### config.mk
export PLATFORM = sky130hd
export DESIGN_NAME = uart_rx_flat
export DESIGN_NICKNAME = d
export VERILOG_FILES = /design/src/rtl/uart_rx_if.sv /design/src/rtl/uart_rx.sv /design/src/flat_wrapper.sv
export SDC_FILE = /design/constraint.sdc
export NUM_CORES = 1
export LEC_CHECK = 0
export BUFFER_PORTS_ARGS = -buffer_cell sky130_fd_sc_hd__buf_2
export CAP_MARGIN = 5
export CORE_MARGIN = 10
export CORE_UTILIZATION = 60
export DETAILED_ROUTE_END_ITERATION = 6
export HOLD_SLACK_MARGIN = 0.05
export MAX_ROUTING_LAYER = met4
export PLACE_DENSITY = 0.89
export SLEW_MARGIN = 40
export SYNTH_ARGS = -nofsm -noshare
export SYNTH_HDL_FRONTEND = slang
export SYNTH_SLANG_ARGS = --single-unit
### constraint.sdc
create_clock -name clk -period 2.8 [get_ports clk]
set_input_delay 0.14 -clock clk [delete_from_list [all_inputs] [get_ports clk]]
set_output_delay 0.14 -clock clk [all_outputs]
set_load 0.005 [all_outputs]
### src/rtl/uart_rx_if.sv
`default_nettype none
// ============================================================================
//  Module      : uart_rx_if
//  Description : Bundle of the control, serial-line and received-word
//                signals of the oversampling UART receiver. The master
//                modport is the side that owns the line and timing (register
//                block / testbench); the slave modport is the receiver.
//  Revision    : 1.0  initial release
// ============================================================================
interface uart_rx_if #(
    parameter int DATA_BITS = 8
);
    logic                 EN;
    logic                 BTICK;
    logic                 RX;
    logic                 PARITY_EN;
    logic                 PARITY_ODD;
    logic [DATA_BITS-1:0] DATA;
    logic                 DATA_VALID;
    logic                 PARITY_ERR;
    logic                 FRAME_ERR;
    logic                 BUSY;

    modport master (
        output EN, BTICK, RX, PARITY_EN, PARITY_ODD,
        input  DATA, DATA_VALID, PARITY_ERR, FRAME_ERR, BUSY
    );

    modport slave (
        input  EN, BTICK, RX, PARITY_EN, PARITY_ODD,
        output DATA, DATA_VALID, PARITY_ERR, FRAME_ERR, BUSY
    );
endinterface
`default_nettype wire

### src/rtl/uart_rx.sv
`default_nettype none
// ============================================================================
//  Module      : uart_rx
//  Description : Oversampling UART receiver. Detects the start edge on the
//                synchronized line, resolves every bit at its centre using the
//                OVERSAMPLE-rate BTICK, deserializes LSB first with optional
//                parity and one stop bit, and reports each word with a
//                one-cycle DATA_VALID pulse plus parity/framing flags.
//                Optional build macro UART_RX_MAJORITY_EN: bit decisions take
//                the 2-of-3 majority of the last three oversamples instead of
//                the single sample on the decision tick.
//  Revision    : 1.0  initial release
// ============================================================================
module uart_rx #(
    parameter int OVERSAMPLE = 16,
    parameter int DATA_BITS  = 8
) (
    input  wire logic clk,
    input  wire logic rst,
    uart_rx_if.slave  bus
);

    localparam int c_tick_w = $clog2(OVERSAMPLE);
    localparam int c_bit_w  = $clog2(DATA_BITS + 1);

    // Tick-counter values at which a bit is resolved: half a bit into the
    // start bit, then one full bit period for every following bit.
    localparam logic [c_tick_w-1:0] c_start_dec = c_tick_w'(OVERSAMPLE / 2 - 1);
    localparam logic [c_tick_w-1:0] c_bit_dec   = c_tick_w'(OVERSAMPLE - 1);
    localparam logic [c_bit_w-1:0]  c_last_bit  = c_bit_w'(DATA_BITS - 1);

    localparam logic [2:0] c_st_idle   = 3'd0;
    localparam logic [2:0] c_st_start  = 3'd1;
    localparam logic [2:0] c_st_data   = 3'd2;
    localparam logic [2:0] c_st_parity = 3'd3;
    localparam logic [2:0] c_st_stop   = 3'd4;

    logic                 r_sync1;
    logic                 r_sync2;      // synchronized line (rx_s)
    logic                 r_rx_prev;    // rx_s as of the previous BTICK
    logic [2:0]           r_state;
    logic [2:0]           w_state_next;
    logic [c_tick_w-1:0]  r_tick_cnt;
    logic [c_bit_w-1:0]   r_bit_cnt;
    logic [DATA_BITS-1:0] r_shift;
    logic                 r_par_en;     // parity mode latched at start detect
    logic                 r_par_odd;
    logic                 r_par_calc;   // parity mismatch of the current frame
    logic [DATA_BITS-1:0] r_data;
    logic                 r_data_valid;
    logic                 r_par_err;
    logic                 r_frame_err;

    logic                 w_start_edge;
    logic                 w_decide;
    logic [c_tick_w-1:0]  w_dec_val;
    logic                 w_sample;

    // Two-flop synchronizer for the asynchronous line; idles high so reset
    // cannot fabricate a falling edge.
    always_ff @(posedge clk) begin
        if (rst) begin
            r_sync1 <= 1'b1;
            r_sync2 <= 1'b1;
        end else begin
            r_sync1 <= bus.RX;
            r_sync2 <= r_sync1;
        end
    end

    // Line level at the previous oversample tick, used for edge detection.
    always_ff @(posedge clk) begin
        if (rst) begin
            r_rx_prev <= 1'b1;
        end else if (bus.BTICK) begin
            r_rx_prev <= r_sync2;
        end
    end

`ifdef UART_RX_MAJORITY_EN
    logic [1:0] r_hist;   // [0] = rx_s at previous BTICK, [1] = two BTICKs ago

    // Oversample history feeding the 2-of-3 vote on the decision tick.
    always_ff @(posedge clk) begin
        if (rst) begin
            r_hist <= 2'b11;
        end else if (bus.BTICK) begin
            r_hist <= {r_hist[0], r_sync2};
        end
    end

    assign w_sample = (r_hist[1] & r_hist[0]) |
                      (r_hist[1] & r_sync2)   |
                      (r_hist[0] & r_sync2);
`else
    assign w_sample = r_sync2;
`endif

    // A start is a high-to-low transition seen between two BTICKs; a line
    // that stays low never produces one.
    assign w_start_edge = bus.EN & bus.BTICK & r_rx_prev & ~r_sync2;

    // State register.
    always_ff @(posedge clk) begin
        if (rst) begin
            r_state <= c_st_idle;
        end else begin
            r_state <= w_state_next;
        end
    end

    // Next-state logic and bit-decision strobe.
    always_comb begin
        w_state_next = r_state;
        w_dec_val    = (r_state == c_st_start) ? c_start_dec : c_bit_dec;
        w_decide     = bus.BTICK && (r_state != c_st_idle) && (r_tick_cnt == w_dec_val);

        case (r_state)
            c_st_idle: begin
                if (w_start_edge) begin
                    w_state_next = c_st_start;
                end
            end
            c_st_start: begin
                if (w_decide) begin
                    // A high centre means the edge was a glitch.
                    w_state_next = w_sample ? c_st_idle : c_st_data;
                end
            end
            c_st_data: begin
                if (w_decide && (r_bit_cnt == c_last_bit)) begin
                    w_state_next = r_par_en ? c_st_parity : c_st_stop;
                end
            end
            c_st_parity: begin
                if (w_decide) begin
                    w_state_next = c_st_stop;
                end
            end
            c_st_stop: begin
                if (w_decide) begin
                    w_state_next = c_st_idle;
                end
            end
            default: begin
                w_state_next = c_st_idle;
            end
        endcase

        if (!bus.EN) begin
            w_state_next = c_st_idle;
        end
    end

    // Bit timing, deserialization and result registers.
    always_ff @(posedge clk) begin
        if (rst) begin
            r_tick_cnt   <= '0;
            r_bit_cnt    <= '0;
            r_shift      <= '0;
            r_par_en     <= 1'b0;
            r_par_odd    <= 1'b0;
            r_par_calc   <= 1'b0;
            r_data       <= '0;
            r_data_valid <= 1'b0;
            r_par_err    <= 1'b0;
            r_frame_err  <= 1'b0;
        end else begin
            r_data_valid <= 1'b0;

            if (!bus.EN) begin
                // Abandon any frame in flight; the last word stays visible.
                r_tick_cnt <= '0;
                r_bit_cnt  <= '0;
            end else if (r_state == c_st_idle) begin
                if (w_start_edge) begin
                    r_tick_cnt <= '0;
                    r_par_en   <= bus.PARITY_EN;
                    r_par_odd  <= bus.PARITY_ODD;
                end
            end else if (bus.BTICK) begin
                if (w_decide) begin
                    r_tick_cnt <= '0;
                    case (r_state)
                        c_st_start: begin
                            r_bit_cnt <= '0;
                        end
                        c_st_data: begin
                            r_shift   <= {w_sample, r_shift[DATA_BITS-1:1]};
                            r_bit_cnt <= r_bit_cnt + c_bit_w'(1);
                        end
                        c_st_parity: begin
                            r_par_calc <= (^r_shift) ^ w_sample ^ r_par_odd;
                        end
                        c_st_stop: begin
                            r_data       <= r_shift;
                            r_frame_err  <= ~w_sample;
                            r_par_err    <= r_par_en & r_par_calc;
                            r_data_valid <= 1'b1;
                        end
                        default: begin
                        end
                    endcase
                end else begin
                    r_tick_cnt <= r_tick_cnt + c_tick_w'(1);
                end
            end
        end
    end

    assign bus.DATA       = r_data;
    assign bus.DATA_VALID = r_data_valid;
    assign bus.PARITY_ERR = r_par_err;
    assign bus.FRAME_ERR  = r_frame_err;
    assign bus.BUSY       = (r_state != c_st_idle);

endmodule
`default_nettype wire

### src/flat_wrapper.sv
// flat-port wrapper written by rule: the top's interface ports become plain ports
module uart_rx_flat 
#(
    parameter int OVERSAMPLE = 16,
    parameter int DATA_BITS  = 8
)
  (clk, rst, bus_EN, bus_BTICK, bus_RX, bus_PARITY_EN, bus_PARITY_ODD, bus_DATA, bus_DATA_VALID, bus_PARITY_ERR, bus_FRAME_ERR, bus_BUSY);
  uart_rx_if #(.DATA_BITS(DATA_BITS)) bus_i ();
  input  wire logic clk;
  input  wire logic rst;
  input wire logic [$bits(bus_i.EN)-1:0] bus_EN;
  input wire logic [$bits(bus_i.BTICK)-1:0] bus_BTICK;
  input wire logic [$bits(bus_i.RX)-1:0] bus_RX;
  input wire logic [$bits(bus_i.PARITY_EN)-1:0] bus_PARITY_EN;
  input wire logic [$bits(bus_i.PARITY_ODD)-1:0] bus_PARITY_ODD;
  output wire logic [$bits(bus_i.DATA)-1:0] bus_DATA;
  output wire logic [$bits(bus_i.DATA_VALID)-1:0] bus_DATA_VALID;
  output wire logic [$bits(bus_i.PARITY_ERR)-1:0] bus_PARITY_ERR;
  output wire logic [$bits(bus_i.FRAME_ERR)-1:0] bus_FRAME_ERR;
  output wire logic [$bits(bus_i.BUSY)-1:0] bus_BUSY;
  assign bus_i.EN = bus_EN;
  assign bus_i.BTICK = bus_BTICK;
  assign bus_i.RX = bus_RX;
  assign bus_i.PARITY_EN = bus_PARITY_EN;
  assign bus_i.PARITY_ODD = bus_PARITY_ODD;
  assign bus_DATA = bus_i.DATA;
  assign bus_DATA_VALID = bus_i.DATA_VALID;
  assign bus_PARITY_ERR = bus_i.PARITY_ERR;
  assign bus_FRAME_ERR = bus_i.FRAME_ERR;
  assign bus_BUSY = bus_i.BUSY;
  uart_rx #(.OVERSAMPLE(OVERSAMPLE), .DATA_BITS(DATA_BITS)) u_core (.clk(clk), .rst(rst), .bus(bus_i));
endmodule
==> summary.md, run 1 <==
| Metric | Value |
|---|---|
| CP delay by family, top | `simple AND/OR/NAND/NOR gates` |
| Power Total | `approximately 810 uW` |
| Ranking of synthesized cells by area | `dfxtp_1 43%, mux2i_1 11%, nor2_1 6.7%, xnor2_1 4.7%, a21oi_1 3.3%` |
| Peak supply drop | `0.526 mV` |
| Clock transition at path regs | `about 0.10 ns` |
| Final Slew Violations | `0` |
| PD cells | `roughly 450 mW/mm^2` |
| First-pass GRT wire length | `5710 um` |
| Clk_skew | `approximately 0.004 ns` |
| Iter 0 DRT Violations | `about 110` |
| Status | `finished, final reports clean` |
| CORE AREA | `between 0.002 and 0.003 mm^2` |
| Largest net degree at the start of global routing | `26` |
| Clk buf depth | `2` |
| Slowest-stage cell, CP | `dfxtp_1` |
| # IOs | `19` |
| CTS tree | `built` |
| Min-delay src | `bus_PARITY_EN` |
| Max_cap viols | `0` |
| ANT cells | `0` |
| Drt wl/cell | `~14 um` |
| Cell taking the most area after synthesis | `dfxtp_1` |
| Non-Filler Instances | `about 230` |
| Setup TNS | `0 ns` |
| Final Util | `between 60 and 70%` |
| Kind of end point of the critical path | `flop` |
| Clk sink count | `36` |
| Routability cong. | `0.819` |
| CTS H-tree depth | `2` |
| Hpwl dp | `2490 um` |
| DIE AREA | `between 0.005 and 0.006 mm^2` |
| Final critical-path share of the clock period | `between 70% and 80%` |
| Root Driver | `clkbuf_4` |
| Die Wd | `~73 um` |
| Worst Hold Class | `input port to flop` |
| Later-pin clock latency in the skew report | `around 0.34 ns` |
| Ys flop type | `dfxtp_1` |
| Initial Util | `61.7%` |
| Worst flop-to-flop path startpoint | `u_core.r_state[0]$_SDFFE_PP0P_` |
| Mapped Nets | `between 150 and 200` |
| Worst path bufs/invs | `0` |
| TritonRoute pass-1 iters | `5` |
| Worst Setup Slack post-DPL | `0.750 ns` |
| Mapped Cells | `180` |
| Worst hold slack | `0.0561 ns` |
| Fin. Hold Viols | `0` |
| Most frequent cell after synthesis | `dfxtp_1` |
| Least-Margin Pin Slew | `around 0.46 ns` |
| Worst Path Arrival | `2.32 ns` |
| Share of the synthesized area in the top cell type | `between 40% and 50%` |
| Worst EP required | `roughly 3.0 ns` |
| Setup ws final | `just over 0.7 ns` |
| Syn_area_per_cell | `9.29 um^2` |
| Fin crit period | `2.09 ns` |
| DRC Markers | `0` |
| Cells after DPL | `between 200 and 250` |
| CP max stage delay | `between 0.5 and 0.6 ns` |
| Sequential share of the synthesized area | `between 40% and 50%` |
| Total CTS buffers | `5` |
| Antenna-violating nets left | `0` |
| Top cells by count, synth | `36 x dfxtp_1, 30 x nor2_1, 19 x mux2i_1` |
| Fin nets | `207` |
| Synthesized cell area | `0.00167 mm^2` |
| Post-route design area | `between 0.0015 and 0.002 mm^2` |
| All-Layer GR Usage | `a little over an eighth` |
| I/O Buffers | `18` |
| Yosys synthesis warning count | `0` |
| Final setup vio count | `0` |
| RSZ-0062 raised after global routing | `false` |
| Global route overflow | `0` |
| CP Max Fanout | `11` |
| Post-synth EDFFs | `0` |
| Crit path cell chain | `nor4b_2, o21a_2, and3_1, mux2i_1, nor2_1` |
| Die height | `approximately 73 um` |
| Nature of the critical path startpoint | `flop` |
| Ys async rst share | `0%` |
| Via count | `1339` |
| Area grow syn2layout | `8.15%` |
| Vias in the first global route | `between 1000 and 1500` |
| Share of cells above drive strength 1 | `roughly a fifth` |
| Kind of critical path | `flop to flop` |
| # rows | `19` |
| Filler cells | `222` |
| Antenna violations before repair | `0` |
| Vias per cell | `approximately 5.8` |
| Placed cell area | `0.00174 mm^2` |
| Final wirelength | `approximately 3300 um` |
| Max Fclk | `0.479 GHz` |
| Yosys reg bits | `36` |
| Setup crit start | `u_core.r_state[0]$_SDFFE_PP0P_` |
| Rel. slew slack | `about 70%` |
| Synth cell types | `40` |
| P_leak | `about 0.65 nW` |
[metal layers]
layer	global-route usage, %	vias to the layer above	part of all wire [%]
met3	5.58	10	5.4
met1	13.7	626	39
met5	-	-	0
li1	-	664	-
met4	4.64	0	1.9
met2	23.7	39	53
[report_power, final]
| part | switching [mW] | total [mW] | internal (mW) |
|---|---|---|---|
| sequential | 0.00272 | 0.517 | 0.514 |
| combinational | 0.0177 | 0.0298 | 0.0121 |
| clock | 0.168 | 0.260 | 0.0913 |
[logic make-up (layout without fill, tap and decap cells)]
family,Yosys count,after routing,synth area share [%]
AND/OR/NAND/NOR,70,70,21.7
flip-flops,36,36,43.1
AO/OA/AOI/OAI,31,31,12.8
multiplexers,19,19,11.4
buffers and inverters,13,31,4.86
XOR/XNOR,9,9,4.71
adder cells (fa/ha/maj),2,2,1.50
[placed cells by master, fill, tap and decap left out, types with 2 or more instances in the layout]
master and count:
and3_1 2, nand2b_1 3, dlygate4sd3_1 2, o21ai_0 6, nand3_1 6, or2_2 2
inv_1 3, o21ai_2 2, nor3_1 3, clkbuf_4 5, mux2i_1 19, nor2_1 30
a21oi_1 11, nor2b_1 2, buf_2 18, xnor2_1 9, nor3_2 2, a22oi_1 2
or3_1 2, dfxtp_1 36, o21a_1 2, nand2_1 10, ha_1 2
[worst register-to-register path, stage by stage (launching register included)]
cell and delay [ns]:
dfxtp_1 0.53, nor4b_2 0.38, o21a_2 0.28, and3_1 0.46, mux2i_1 0.27, nor2_1 0.05
[cell type report]
type / count / area [um^2] / share of cell area, %
clock buffers: 5 / 37.5 / 2.07
well taps: 31 / 38.8 / 2.14
clock inverters: 2 / 12.5 / 0.692
repair buffers: 21 / 118 / 6.50
flip-flops and latches: 36 / 721 / 39.8
inverters: 3 / 11.3 / 0.622
multi-input cells: 131 / 871 / 48.1
[state kept, by name (all words and copies together), names as in the netlist]
signal                 flops
u_core.bus.DATA            8
u_core.bus.DATA_VALID      1
u_core.bus.FRAME_ERR       1
u_core.bus.PARITY_ERR      1
u_core.r_bit_cnt           4
u_core.r_par_calc          1
u_core.r_par_en            1
u_core.r_par_odd           1
u_core.r_rx_prev           1
u_core.r_shift             8
u_core.r_state             3
u_core.r_sync1             1
u_core.r_sync2             1
u_core.r_tick_cnt          4
[worst paths after layout]
kind | cells after the start | slack (ns) | to
worst max-delay path | 5 | 0.71 | u_core.r_shift[6]$_SDFFE_PP0P_
worst min-delay path | 3 | 0.06 | u_core.r_par_en$_SDFFE_PP0P_
worst max register to register | 5 | 0.71 | u_core.r_shift[6]$_SDFFE_PP0P_
worst min register to register | 1 | 0.43 | u_core.r_sync2$_SDFF_PP1_
[what timing repair did]
item / 4_1_cts / 5_1_grt
buffers inserted: 0 / 0
gates resized for setup: 0 / 0
hold endpoints to repair: 2 / 0
hold buffers: 2 / 0
Note: power is estimated with default switching activity, not from simulation.
==> inputs of run 2 (changes only) <==
--- a/config.mk
+++ b/config.mk
@@ -8,11 +8,11 @@
 export BUFFER_PORTS_ARGS = -buffer_cell sky130_fd_sc_hd__buf_2
 export CAP_MARGIN = 5
 export CORE_MARGIN = 10
-export CORE_UTILIZATION = 60
+export CORE_UTILIZATION = 51
 export DETAILED_ROUTE_END_ITERATION = 6
 export HOLD_SLACK_MARGIN = 0.05
 export MAX_ROUTING_LAYER = met4
-export PLACE_DENSITY = 0.89
+export PLACE_DENSITY = 0.81
 export SLEW_MARGIN = 40
 export SYNTH_ARGS = -nofsm -noshare
 export SYNTH_HDL_FRONTEND = slang
==> constraint.sdc (replaced) <==
create_clock -name clk -period 1.9 [get_ports clk]
set_input_delay 0.095 -clock clk [delete_from_list [all_inputs] [get_ports clk]]
set_output_delay 0.095 -clock clk [all_outputs]
set_load 0.005 [all_outputs]
==> run 2 against run 1 <==
Worst setup slack worse by 0.58 ns. Clock power is 73% higher. Combinational power is 58% higher. Critical endpoint is now u_core.r_shift[5]$_SDFFE_PP0P_. Largest power group unchanged.
==> summary.md, run 2 (synthesis gave the netlist of run 1 again) <==
| Metric | Value |
|---|---|
| Status | `finished, final reports clean` |
| CTS H-tree depth | `2 (unchanged)` |
| Drt wl/cell | `12.5 um (-13%)` |
| Antenna violations before repair | `0 (unchanged)` |
| Global route overflow | `0 (unchanged)` |
| Fin nets | `212 (+2.4%)` |
| Kind of critical path | `flop to flop` |
| Area grow syn2layout | `14.3%` |
| Vias per cell | `5.11 (-13%)` |
| Peak supply drop | `0.481 mV (-8.4%)` |
| Kind of end point of the critical path | `flop` |
| Crit path depth | `7 (+2)` |
| P_leak | `0.702 nW (+8.4%)` |
| # IOs | `19 (unchanged)` |
| Final wirelength | `3090 um (-5.8%)` |
| Die height | `77.3 um (+6.1%)` |
| Fin. Hold Viols | `0 (unchanged)` |
| I/O Buffers | `18 (unchanged)` |
| Placed cell area | `0.00181 mm^2 (+4.1%)` |
| Max_cap viols | `0 (unchanged)` |
| DIE AREA | `0.00597 mm^2 (+13%)` |
| Hpwl dp | `2170 um (-13%)` |
| Final setup vio count | `0 (unchanged)` |
| Nature of the critical path startpoint | `flop` |
| Iter 0 DRT Violations | `150 (+40%)` |
| Max Fclk | `0.565 GHz (+18%)` |
| Share of cells above drive strength 1 | `20.2% (+1.5 points)` |
| All-Layer GR Usage | `10.8% (-2.9 points)` |
| Worst path bufs/invs | `1 (+1)` |
| Net Switching | `271 uW (+44%)` |
| Worst hold stages | `3 (unchanged)` |
| CP Max Fanout | `8 (-3)` |
| Most frequent cells in the layout | `36 x dfxtp_1, 30 x nor2_1, 19 x mux2i_1` |
| Largest net degree at the start of global routing | `26 (unchanged)` |
| Root Driver | `clkbuf_4` |
| DRC Markers | `0 (unchanged)` |
| R2R setup slack | `0.13 ns (-0.58 ns)` |
| RSZ-0062 raised after global routing | `false` |
| Flop pwr share | `60.5% (-3.6 points)` |
| Clock transition at path regs | `0.11 ns (about the same)` |
| Clk buf depth | `2 (unchanged)` |
| Vias in the first global route | `1137 (-12%)` |
| Comb power frac | `3.7% (about the same)` |
| Via count | `1262 (-5.8%)` |
| CP dominant cell by count | `and3_1` |
| PD cells | `658 mW/mm^2 (+48%)` |
| Clk_skew | `0.0100 ns (+0.00612 ns)` |
| Die Wd | `77.3 um (+6.1%)` |
| Filler cells | `282 (+27%)` |
| Worst Hold Class | `input port to flop` |
| Cells on worst reg2reg path | `7 (+2)` |
| Setup TNS | `0 ns (unchanged)` |
| CORE AREA | `0.00310 mm^2 (+14%)` |
| Most common cell after layout, fill and taps aside | `dfxtp_1` |
| Fin crit period | `1.77 ns (-0.317 ns)` |
| Register Area | `721 um^2 (unchanged)` |
| Later-pin clock latency in the skew report | `0.33 ns (about the same)` |
| Switching share of power | `21.5% (-1.9 points)` |
| CTS tree | `built` |
| Least-Margin Pin Slew | `0.440 ns (-0.0177 ns)` |
| Post-route design area | `0.00191 mm^2 (+5.7%)` |
| Slowest-stage cell, CP | `dfxtp_1` |
| First-pass GRT wire length | `5280 um (-7.5%)` |
| Setup Fix Bufs, Post-CTS | `0 (unchanged)` |
| Final critical-path share of the clock period | `93.2% (+19 points)` |
| Antenna-violating nets left | `0 (unchanged)` |
| Non-Filler Instances | `247 (+7.9%)` |
| Initial Util | `53.9% (-7.8 points)` |
| CP delay by family, top | `simple AND/OR/NAND/NOR gates` |
| Rel. slew slack | `70.7% (+1.2 points)` |
| Int Power | `988 uW (+60%)` |
| Routability cong. | `0.785 (-4.2%)` |
| Clk sink count | `36 (unchanged)` |
| Final Slew Violations | `0 (unchanged)` |
| ANT cells | `0 (unchanged)` |
| # rows | `20 (+1)` |
| Clock power frac | `35.8% (+3.6 points)` |
| TritonRoute pass-1 iters | `4 (-1)` |
| Worst EP required | `2.11 ns (-0.92 ns)` |
| Total CTS buffers | `5 (unchanged)` |
| Crit path cell chain | `ha_1, and3_1, o21a_2, and3_1, buf_12, mux2i_1, nor2_1` |
| CP max stage delay | `0.39 ns (-0.14 ns)` |
| Multi-input logic area | `877 um^2 (+0.72%)` |
| Worst hold slack | `0.0920 ns (+0.0360 ns)` |
| Cells after DPL | `237 (+7.7%)` |
| Worst Path Arrival | `1.98 ns (-0.34 ns)` |
run 2: changes by cell type in the layout (fill, tap and decap cells not counted):
cell | before | now
buf_12 | 0 | 2
buf_4 | 1 | 3
clkbuf_8 | 0 | 2
clkinv_2 | 1 | 0
clkinvlp_4 | 1 | 0
dlygate4sd3_1 | 2 | 3
nor3_2 | 2 | 1
nor3_4 | 0 | 1
run 2: layer usage:
metal | routed length (um) | global-route usage (%) | up-vias
met5 | 0 | - | -
met4 | 12 | 3.83 | 0
met3 | 117 | 4.20 | 2
met2 | 1470 | 15.5 | 19
met1 | 1490 | 13.5 | 567
li1 | - | - | 674
run 2: final timing paths:
path,start,endpoint
max reg2reg,u_core.r_tick_cnt[0]$_SDFFE_PP0P_,u_core.r_shift[5]$_SDFFE_PP0P_
min reg2reg,u_core.r_sync1$_SDFF_PP1_,u_core.r_sync2$_SDFF_PP1_
max,u_core.r_tick_cnt[0]$_SDFFE_PP0P_,u_core.r_shift[5]$_SDFFE_PP0P_
min,bus_BTICK,u_core.r_tick_cnt[1]$_SDFFE_PP0P_
run 2: what timing repair did:
action / CTS / global route
hold endpoints to repair: 3 / 0
endpoints found under the setup margin: 0 / 1
hold buffers: 3 / 0
gates resized for setup: 0 / 1
run 2: worst reg2reg max path, stage by stage, from the launching register on:
cell and delay (ns):
dfxtp_1 0.39, ha_1 0.20, and3_1 0.21, o21a_2 0.23, and3_1 0.23, buf_12 0.14
mux2i_1 0.20, nor2_1 0.05
run 2: cell type report:
class	instances	share of cell area (%)
well taps	44	2.88
clock buffers	7	3.40
multi-input cells	131	45.9
inverters	3	0.589
flip-flops and latches	36	37.7
repair buffers	26	9.55
run 2: power by group through the flow:
stage / clock network [mW] / logic, mW / registers [mW]
after floorplan: 0 / 0.0295 / 0.778
after global placement: 0 / 0.0413 / 0.778
after detailed placement: 0 / 0.0416 / 0.778
after CTS: 0.469 / 0.0463 / 0.761
after global routing: 0.498 / 0.0523 / 0.762
final: 0.451 / 0.0470 / 0.761
run 2: per-stage QoR:
stage,utilization [%],setup slack [ns],power (mW)
finish,61.6,0.130,1.26
global route,61.6,0.0315,1.31
CTS,61.4,0.109,1.28
detailed placement,58.3,0.170,0.820
global placement,58.3,0.194,0.820
floorplan,-,0.302,0.807
